===== config.mk =====
export PLATFORM = sky130hd
export DESIGN_NAME = evt_arbiter
export DESIGN_NICKNAME = d
export VERILOG_FILES = /design/src/rtl/evt_arbiter.sv
export SDC_FILE = /design/constraint.sdc
export NUM_CORES = 1
export LEC_CHECK = 0
export CAP_MARGIN = 30
export CORE_MARGIN = 4
export CORE_UTILIZATION = 28
export DETAILED_ROUTE_END_ITERATION = 7
export GPL_ROUTABILITY_DRIVEN = 0
export MAX_ROUTING_LAYER = met4
export PLACE_DENSITY = 0.65
export SETUP_SLACK_MARGIN = 0.3
export SKIP_CTS_REPAIR_TIMING = 1
export SYNTH_ARGS = -nofsm -noshare
export SYNTH_HDL_FRONTEND = slang
export SYNTH_SLANG_ARGS = --single-unit

===== constraint.sdc =====
create_clock -name clk -period 3.2 [get_ports clk]
set_input_delay 0.64 -clock clk [delete_from_list [all_inputs] [get_ports clk]]
set_output_delay 0.64 -clock clk [all_outputs]
set_load 0.05 [all_outputs]

===== src/rtl/evt_arbiter.sv =====
`default_nettype none
// ============================================================================
// Module      : evt_arbiter
// Description : Round-robin arbiter funnelling NUM_INPUTS event sources into
//               one registered, source-tagged stream with per-port counters.
// Revision    : 1.0 - initial release
// ============================================================================
module evt_arbiter #(
    parameter int NUM_INPUTS = 4,
    parameter int IDX_BITS   = 2,
    parameter int CNT_BITS   = 16
) (
    input  logic                  clk,
    input  logic                  reset_n,
    input  logic [31:0]           evt_data_in [NUM_INPUTS-1:0],
    input  logic [NUM_INPUTS-1:0] evt_vld_in,
    output logic [NUM_INPUTS-1:0] evt_rdy_out,
    input  logic [NUM_INPUTS-1:0] port_en_in,
    input  logic                  cnt_clr_in,
    output logic [CNT_BITS-1:0]   evt_cnt_out [NUM_INPUTS-1:0],
    output logic [31:0]           evt_data_out,
    output logic [IDX_BITS-1:0]   evt_src_out,
    output logic                  evt_vld_out,
    input  logic                  evt_rdy_in
);

    localparam int c_IDX_W = IDX_BITS + 1;

    logic [IDX_BITS-1:0]   ptr_q, ptr_d;
    logic [31:0]           data_q, data_d;
    logic [IDX_BITS-1:0]   src_q, src_d;
    logic                  vld_q, vld_d;
    logic [CNT_BITS-1:0]   cnt_q [NUM_INPUTS-1:0];
    logic [CNT_BITS-1:0]   cnt_d [NUM_INPUTS-1:0];

    logic [NUM_INPUTS-1:0] w_req;
    logic                  w_any;
    logic                  w_can_load;
    logic                  w_xfer;
    logic [IDX_BITS-1:0]   w_winner;
    logic [c_IDX_W-1:0]    w_idx;
    logic [NUM_INPUTS-1:0] w_rdy;

    assign w_req      = evt_vld_in & port_en_in;
    assign w_any      = |w_req;
    assign w_can_load = !vld_q || evt_rdy_in;
    assign w_xfer     = reset_n && w_can_load && w_any;

    // Rotating search starting at ptr_q; wrap done explicitly so any NUM_INPUTS works.
    always_comb begin
        w_winner = '0;
        w_idx    = '0;
        for (int k = NUM_INPUTS - 1; k >= 0; k--) begin
            w_idx = {1'b0, ptr_q} + c_IDX_W'(k);
            if (w_idx >= c_IDX_W'(NUM_INPUTS))
                w_idx = w_idx - c_IDX_W'(NUM_INPUTS);
            if (w_req[w_idx[IDX_BITS-1:0]])
                w_winner = w_idx[IDX_BITS-1:0];
        end
    end

    always_comb begin
        w_rdy = '0;
        if (w_xfer)
            w_rdy[w_winner] = 1'b1;
    end

    always_comb begin
        ptr_d  = ptr_q;
        data_d = data_q;
        src_d  = src_q;
        vld_d  = vld_q;
        if (w_xfer) begin
            data_d = evt_data_in[w_winner];
            src_d  = w_winner;
            vld_d  = 1'b1;
            if (w_winner == IDX_BITS'(NUM_INPUTS - 1))
                ptr_d = '0;
            else
                ptr_d = w_winner + IDX_BITS'(1);
        end else if (evt_rdy_in) begin
            vld_d = 1'b0;
        end
    end

    // Clear wins over a same-cycle increment; counters stick at all-ones.
    always_comb begin
        for (int i = 0; i < NUM_INPUTS; i++) begin
            cnt_d[i] = cnt_q[i];
            if (cnt_clr_in)
                cnt_d[i] = '0;
            else if (w_xfer && (w_winner == IDX_BITS'(i)) && (cnt_q[i] != {CNT_BITS{1'b1}}))
                cnt_d[i] = cnt_q[i] + CNT_BITS'(1);
        end
    end

    always_ff @(posedge clk or negedge reset_n) begin
        if (!reset_n) begin
            ptr_q  <= '0;
            data_q <= '0;
            src_q  <= '0;
            vld_q  <= 1'b0;
            for (int i = 0; i < NUM_INPUTS; i++)
                cnt_q[i] <= '0;
        end else begin
            ptr_q  <= ptr_d;
            data_q <= data_d;
            src_q  <= src_d;
            vld_q  <= vld_d;
            for (int i = 0; i < NUM_INPUTS; i++)
                cnt_q[i] <= cnt_d[i];
        end
    end

    assign evt_rdy_out  = w_rdy;
    assign evt_data_out = data_q;
    assign evt_src_out  = src_q;
    assign evt_vld_out  = vld_q;
    assign evt_cnt_out  = cnt_q;

endmodule
`default_nettype wire


=== Word level (Yosys, flattened, before mapping) ===
Index checks and enable logic that the tools add are counted.

* Register bits after elaboration: 101
* Input bits: 140
* Output and inout bits: 103
* Logic and storage cells: 90

* $add $sub $neg: 12
* Order comparisons: 10
* Equality and inequality tests: 7
* Multiplexer cells: 32
* Bitwise operators: 1
* Reduce and logical (&&, ||, !) cells: 20

{| class="wikitable"
|+ Operators by type and width
! kind !! count
|-
| $mux W16 || 8
|-
| $add A16 B1 Y16 const B || 4
|-
| $bmux W32 S2 || 1
|-
| $ne A16 B16 Y1 const B || 4
|-
| $mux W32 || 1
|-
| $mux W2 || 9
|-
| $lt A2 B3 Y1 const B || 5
|-
| $logic_and A1 B1 Y1 || 11
|-
| $reduce_bool A2 Y1 || 5
|-
| $ge A3 B3 Y1 const B || 3
|-
| $bmux W1 S2 || 4
|-
| $sub A2 B1 Y2 const B || 4
|-
| $mux W1 || 7
|-
| $add A2 B2 Y3 const B || 2
|-
| $and A4 B4 Y4 || 1
|-
| $eq A2 B2 Y1 const B || 2
|-
| $mux W4 || 1
|-
| $reduce_or A4 Y1 || 1
|-
| $add A2 B1 Y3 const B || 1
|-
| $ge A2 B3 Y1 const B || 1
|-
| $add A2 B1 Y2 const B || 1
|-
| $demux W1 S2 || 1
|-
| $eq A2 B1 Y1 const B || 1
|-
| $ge A2 B1 Y1 const B || 1
|-
| other kinds (3) || 3
|}

=== Logic depth before layout (Yosys ltp) ===
* Depth in word-level cells: 14
* Gate-level depth with buffers: 13
* Depth with buffers taken out: 11

=== Least setup slack after synthesis ===
OpenSTA, ideal clock, no wires.

* Path type: in2reg
* From: input port evt_vld_in[0]
* To: register cnt_q, in the netlist evt_cnt_out[63]
* Library setup time: 0.132 ns
* Arrival time: 5.125 ns
* Data required time: 3.068 ns
* Path slack: -2.057 ns
* Stages: 13
* Path buffers: 2
* Cell sequence: nand3_1 > a32oi_1 > or3_1 > buf_2 > inv_2 > clkbuf_1 > ha_1 > inv_1 > a2111oi_1 > o211ai_1 > nor4_1 > xnor2_1 > nor2_1

* Longest elaborated chain between the ends: 11
* Elaborated cells on any way between the ends: 19
* Classes of those cells: eq/ne (1); mux (12); bitwise (1); reduce/logical (5)

{| class="wikitable"
|+ Ends and longest elaborated chain
! item !! line !! text
|-
| from (decl) || 16 || <nowiki>input logic [NUM_INPUTS-1:0] evt_vld_in,</nowiki>
|-
| $and A4 B4 Y4 * || 44 || <nowiki>assign w_req = evt_vld_in & port_en_in;</nowiki>
|-
| $bmux W1 S2 || 57 || <nowiki>if (w_req[w_idx[IDX_BITS-1:0]])</nowiki>
|-
| $mux W1 (not written as such) || 57 ||
|-
| $mux W2 (4 in series) || 57 ||
|-
| $eq A2 B2 Y1 || 92 || <nowiki>else if (w_xfer && (w_winner == IDX_BITS'(i)) && (cnt_q[i] != {CNT_BITS{1'b1}}))</nowiki>
|-
| $logic_and A1 B1 Y1 * (2 in series) || 92 ||
|-
| $reduce_bool A2 Y1 (no source line) * || n/a ||
|-
| to (signal, indexed assignment) || 111 || <nowiki>cnt_q[i] <= cnt_d[i];</nowiki>
|-
| to (decl) || 33 || <nowiki>logic [CNT_BITS-1:0] cnt_q [NUM_INPUTS-1:0];</nowiki>
|}

Mark *: on every way between the ends. The rest lies on a longest branch, timed or not. The select of a mux whose other input is x is not followed.
A chain may end at the register's enable or synchronous reset.

=== Final worst setup path ===
* From: input port evt_vld_in[0]
* To: output port evt_rdy_out[3]

* Longest elaborated chain between the ends: 12
* Elaborated cells on any way between the ends: 21
* Classes of those cells: order compare (2); mux (15); bitwise (1); reduce/logical (3)

{| class="wikitable"
|+ Ends and longest elaborated chain
! item !! line !! text
|-
| $and A4 B4 Y4 * || 44 ||
|-
| $bmux W1 S2 || 57 ||
|-
| $mux W1 (not written as such) || 57 ||
|-
| $mux W2 (4 in series) || 57 ||
|-
| $lt A2 B3 Y1 (not written as such) or $ge A2 B1 Y1 (tied branches) || 65 || <nowiki>w_rdy[w_winner] = 1'b1;</nowiki>
|-
| $logic_and A1 B1 Y1 (not written as such) || 65 ||
|-
| $mux W1 (not written as such) || 65 ||
|-
| $demux W1 S2 || 65 ||
|-
| $mux W4 * || 64 || <nowiki>if (w_xfer)</nowiki>
|-
| to (decl) || 17 || <nowiki>output logic [NUM_INPUTS-1:0] evt_rdy_out,</nowiki>
|}

Marked as above.

==> results.py <==
metrics = {
    "global_route": {
        "grt_max_degree": 53,
        "use_met3_pct": 3.950,
        "grt_antenna_before_repair": 1,
        "top_usage_layer": "met2",
        "grt_util_met2_pct": 27.02,
        "use_met1_pct": 22.00,
        "grt-ovfl-total": 0,
        "grt_pass1_vias": 5349,
        "track_usage_pct": 16.95,
        "grt_pass1_wl_mm": 29.19,
    },
    "sta": {
        "setup_tns_ps": 0,
        "slew_headroom_pct": 53.21,
        "fin_ws_ps": 353.7,
        "hold_violations": 0,
        "skew_ps": 6.848,
        "min_period_ps": 2846,
        "period_share_pct": 88.95,
        "setup_violations": 0,
        "worstMarginPinSlew_ps": 701.8,
        "rsz0062_at_grt": "yes",
        "hold_slack_ps": 448.5,
        "slew_viol_final": 0,
        "max_freq_mhz": 351.3,
    },
    "finish": {
        "utilization_pct": 45.35,
        "drive_gt1_share_pct": 9.058,
        "fillers": 1937,
        "syn_to_final_growth_pct": 58.39,
        "nNetsFinal": 979,
    },
    "floorplan": {
        "pin_count": 243,
        "die_h_um": 149.3,
        "core-area_sq_mm": 0.01953,
        "start_util_pct": 28.63,
        "rows": 51,
        "dieArea_sq_mm": 0.02229,
        "fp.dieW_um": 149.3,
    },
    "route": {
        "drt.antenna.violating_nets": 0,
        "vias": 5486,
        "viasPerCell": 4.965,
        "drtIter0Drc": 263,
        "firstDrtPassIters": 4,
        "drt-total-wl_mm": 18.76,
        "drc_errors": 0,
        "routedWlPerCell_um": 16.98,
    },
    "worst_setup_path": {
        "critPathKind": "input pin to primary output",
        "critPathCaptureType": "primary output",
        "cp_max_fo": 4,
        "path_buf_inv": 5,
        "start_kind": "input pin",
        "cp_cell_sequence": "dlymetal6s2s_1 > nand3_2 > a32oi_1 > or3_4 > clkinv_4 > ha_4 > inv_2 > a2111oi_4 > buf_4 > buf_12",
        "crit_arrival_ps": 2210,
        "path_delay_family": "buffers and inverters",
        "cp_slowest_cell": "or3_4",
        "r2r_slack_ps": 510,
        "worstPathRequired_ps": 2560,
        "critPathMaxStageDelay_ps": 440,
    },
    "logic_synthesis": {
        "synth_seq_cells": 101,
        "yosysSeqAreaShare_pct": 45.21,
        "yosysWarningCount": 0,
        "synth-edff-count": 0,
        "syn-cell-area_sq_mm": 0.005590,
        "syn-num-nets": 729,
        "synthTopCellsByArea": "dfrtp_1, mux2i_1, o221ai_1, nand2_1, nor2_1",
        "synth_area_per_cell_sq_um": 9.573,
        "ys_types": 45,
        "synthFlopType": "dfrtp_1",
        "synth_cells": 584,
        "synth_top_area_share_pct": 45.21,
        "synth_top_cell_by_area": "dfrtp_1",
        "synth_async_sr_flop_share_pct": 100.0,
    },
    "worst_hold_path": {
        "hp-class": "input pin to async pin",
    },
    "cts": {
        "clock_sinks": 101,
        "numCtsBuffers": 9,
        "clk_path_buf_depth": 2,
        "cts_tree": "built",
        "path_clk_slew_ps": 80,
        "htreeDepth": 3,
        "clock_latency_ps": 350,
        "cts_root_buffer": "clkbuf_16",
    },
    "pwr": {
        "powerDensity_mw_per_mm2": 491.0,
        "peakVddDrop_uv": 341.6,
        "p_leak_nw": 3.721,
    },
    "placed_design": {
        "port_buffers": 242,
        "place_ws_ps": -207.5,
        "dp_hpwl_mm": 13.98,
    },
    "status": {
        "status": "complete, no violations",
    },
    "run": {
        "maxCapViolCount": 0,
    },
}
flip-flops by register name (all words and copies together), names as in the netlist:
register,count
evt_data_out,32
ptr_q,2
evt_vld_out,1
evt_cnt_out,64
evt_src_out,2
cell families (layout without fill, tap and decap cells):
| family | Yosys count | in the layout | share of synthesized area (%) |
|---|---|---|---|
| fa+ha+maj | 5 | 5 | 1.119 |
| buf+inv | 46 | 301 | 3.223 |
| compound gates | 106 | 106 | 12.89 |
| xor+xnor | 28 | 28 | 4.387 |
| flops | 101 | 101 | 45.21 |
| mux | 71 | 71 | 12.82 |
| other cells | 0 | 1 | 0 |
| simple gates | 227 | 227 | 20.34 |
Yosys cell counts, types with 2 or more instances:
cell	number
nand4_1	14
xor2_1	11
xnor2_1	17
nand2_1	66
and4_1	3
nor4b_1	2
nor4_1	11
dfrtp_1	101
a21oi_1	32
nor3_1	8
mux2_2	5
o221ai_1	32
o31ai_1	8
nand3_1	22
ha_1	5
or4_1	9
nor2b_1	5
buf_2	6
nand3b_1	2
and3_1	8
or3_1	22
clkbuf_1	29
o21ai_0	21
nor2_1	47
nand2b_1	2
mux2i_1	66
inv_1	9
a22oi_1	2
or2_2	3
path summary, 6_finish.rpt:
check                                             start                      endpoint  cells past startpoint
hold reg to reg            evt_data_out[20]$_DFFE_PN0P_  evt_data_out[20]$_DFFE_PN0P_                      2
setup reg to reg                   ptr_q[1]$_DFFE_PN0P_   evt_cnt_out[27]$_DFFE_PN0P_                      8
hold / removal                                  reset_n   evt_cnt_out[28]$_DFFE_PN0P_                      2
min in group clk           evt_data_out[20]$_DFFE_PN0P_  evt_data_out[20]$_DFFE_PN0P_                      2
max in group asynchronous                       reset_n          ptr_q[1]$_DFFE_PN0P_                      3
setup / recovery                          evt_vld_in[0]                evt_rdy_out[3]                     10
layer usage:
| metal | routed length (um) | vias up |
|---|---|---|
| met5 | 0 | - |
| met1 | 8167 | 2656 |
| met2 | 9444 | 151 |
| met3 | 816 | 24 |
| met4 | 334 | 0 |
| li1 | - | 2655 |
stage by stage:
| stage | std cells | cell area, sq um | total power, mW |
|---|---|---|---|
| final | 1105 | 8855 | 4.348 |
| after floorplan | 584 | 5659 | 2.550 |
| after global placement | 1087 | 8507 | 3.240 |
| after CTS | 1103 | 8800 | 4.388 |
| after global routing | 1105 | 8855 | 4.559 |
| after detailed placement | 1087 | 8507 | 3.242 |
layout make-up:
class	count	area (sq um)	share of cell area, %
multi-input cells	437	2955	33.38
repair buffers	275	2701	30.51
flip-flops and latches	101	2529	28.56
well taps	265	331.6	3.745
clock buffers	10	229.0	2.586
clock inverters	6	63.81	0.7206
inverters	10	42.54	0.4804
diodes	1	2.502	0.02826
power by group:
part / leakage (nW) / total [mW] / internal, mW / switching [mW]
Sequential: 1.34 / 1.54 / 1.43 / 0.107
Combinational: 2.24 / 1.68 / 0.673 / 1.01
Clock: 0.138 / 1.13 / 0.607 / 0.519
Total: 3.72 / 4.35 / 2.71 / 1.64
placed cells by master, fill, tap and decap left out, types with 3 or more instances in the layout:
cell type | Yosys | layout
nand2_1 | 66 | 66
xor2_1 | 11 | 11
nor2b_1 | 5 | 5
nor3_1 | 8 | 8
or3_1 | 22 | 21
clkbuf_16 | 0 | 9
dlymetal6s2s_1 | 0 | 8
dfrtp_1 | 101 | 100
buf_4 | 0 | 35
a21oi_1 | 32 | 31
o21ai_0 | 21 | 21
o31ai_1 | 8 | 8
mux2_2 | 5 | 5
mux2i_1 | 66 | 66
inv_1 | 9 | 8
nand3_1 | 22 | 20
and4_1 | 3 | 3
clkdlybuf4s50_1 | 0 | 228
or4_1 | 9 | 9
ha_1 | 5 | 4
o221ai_1 | 32 | 32
xnor2_1 | 17 | 17
nand4_1 | 14 | 14
nor4_1 | 11 | 11
nor2_1 | 47 | 46
and3_1 | 8 | 8
(Power assumes the default switching activity.)
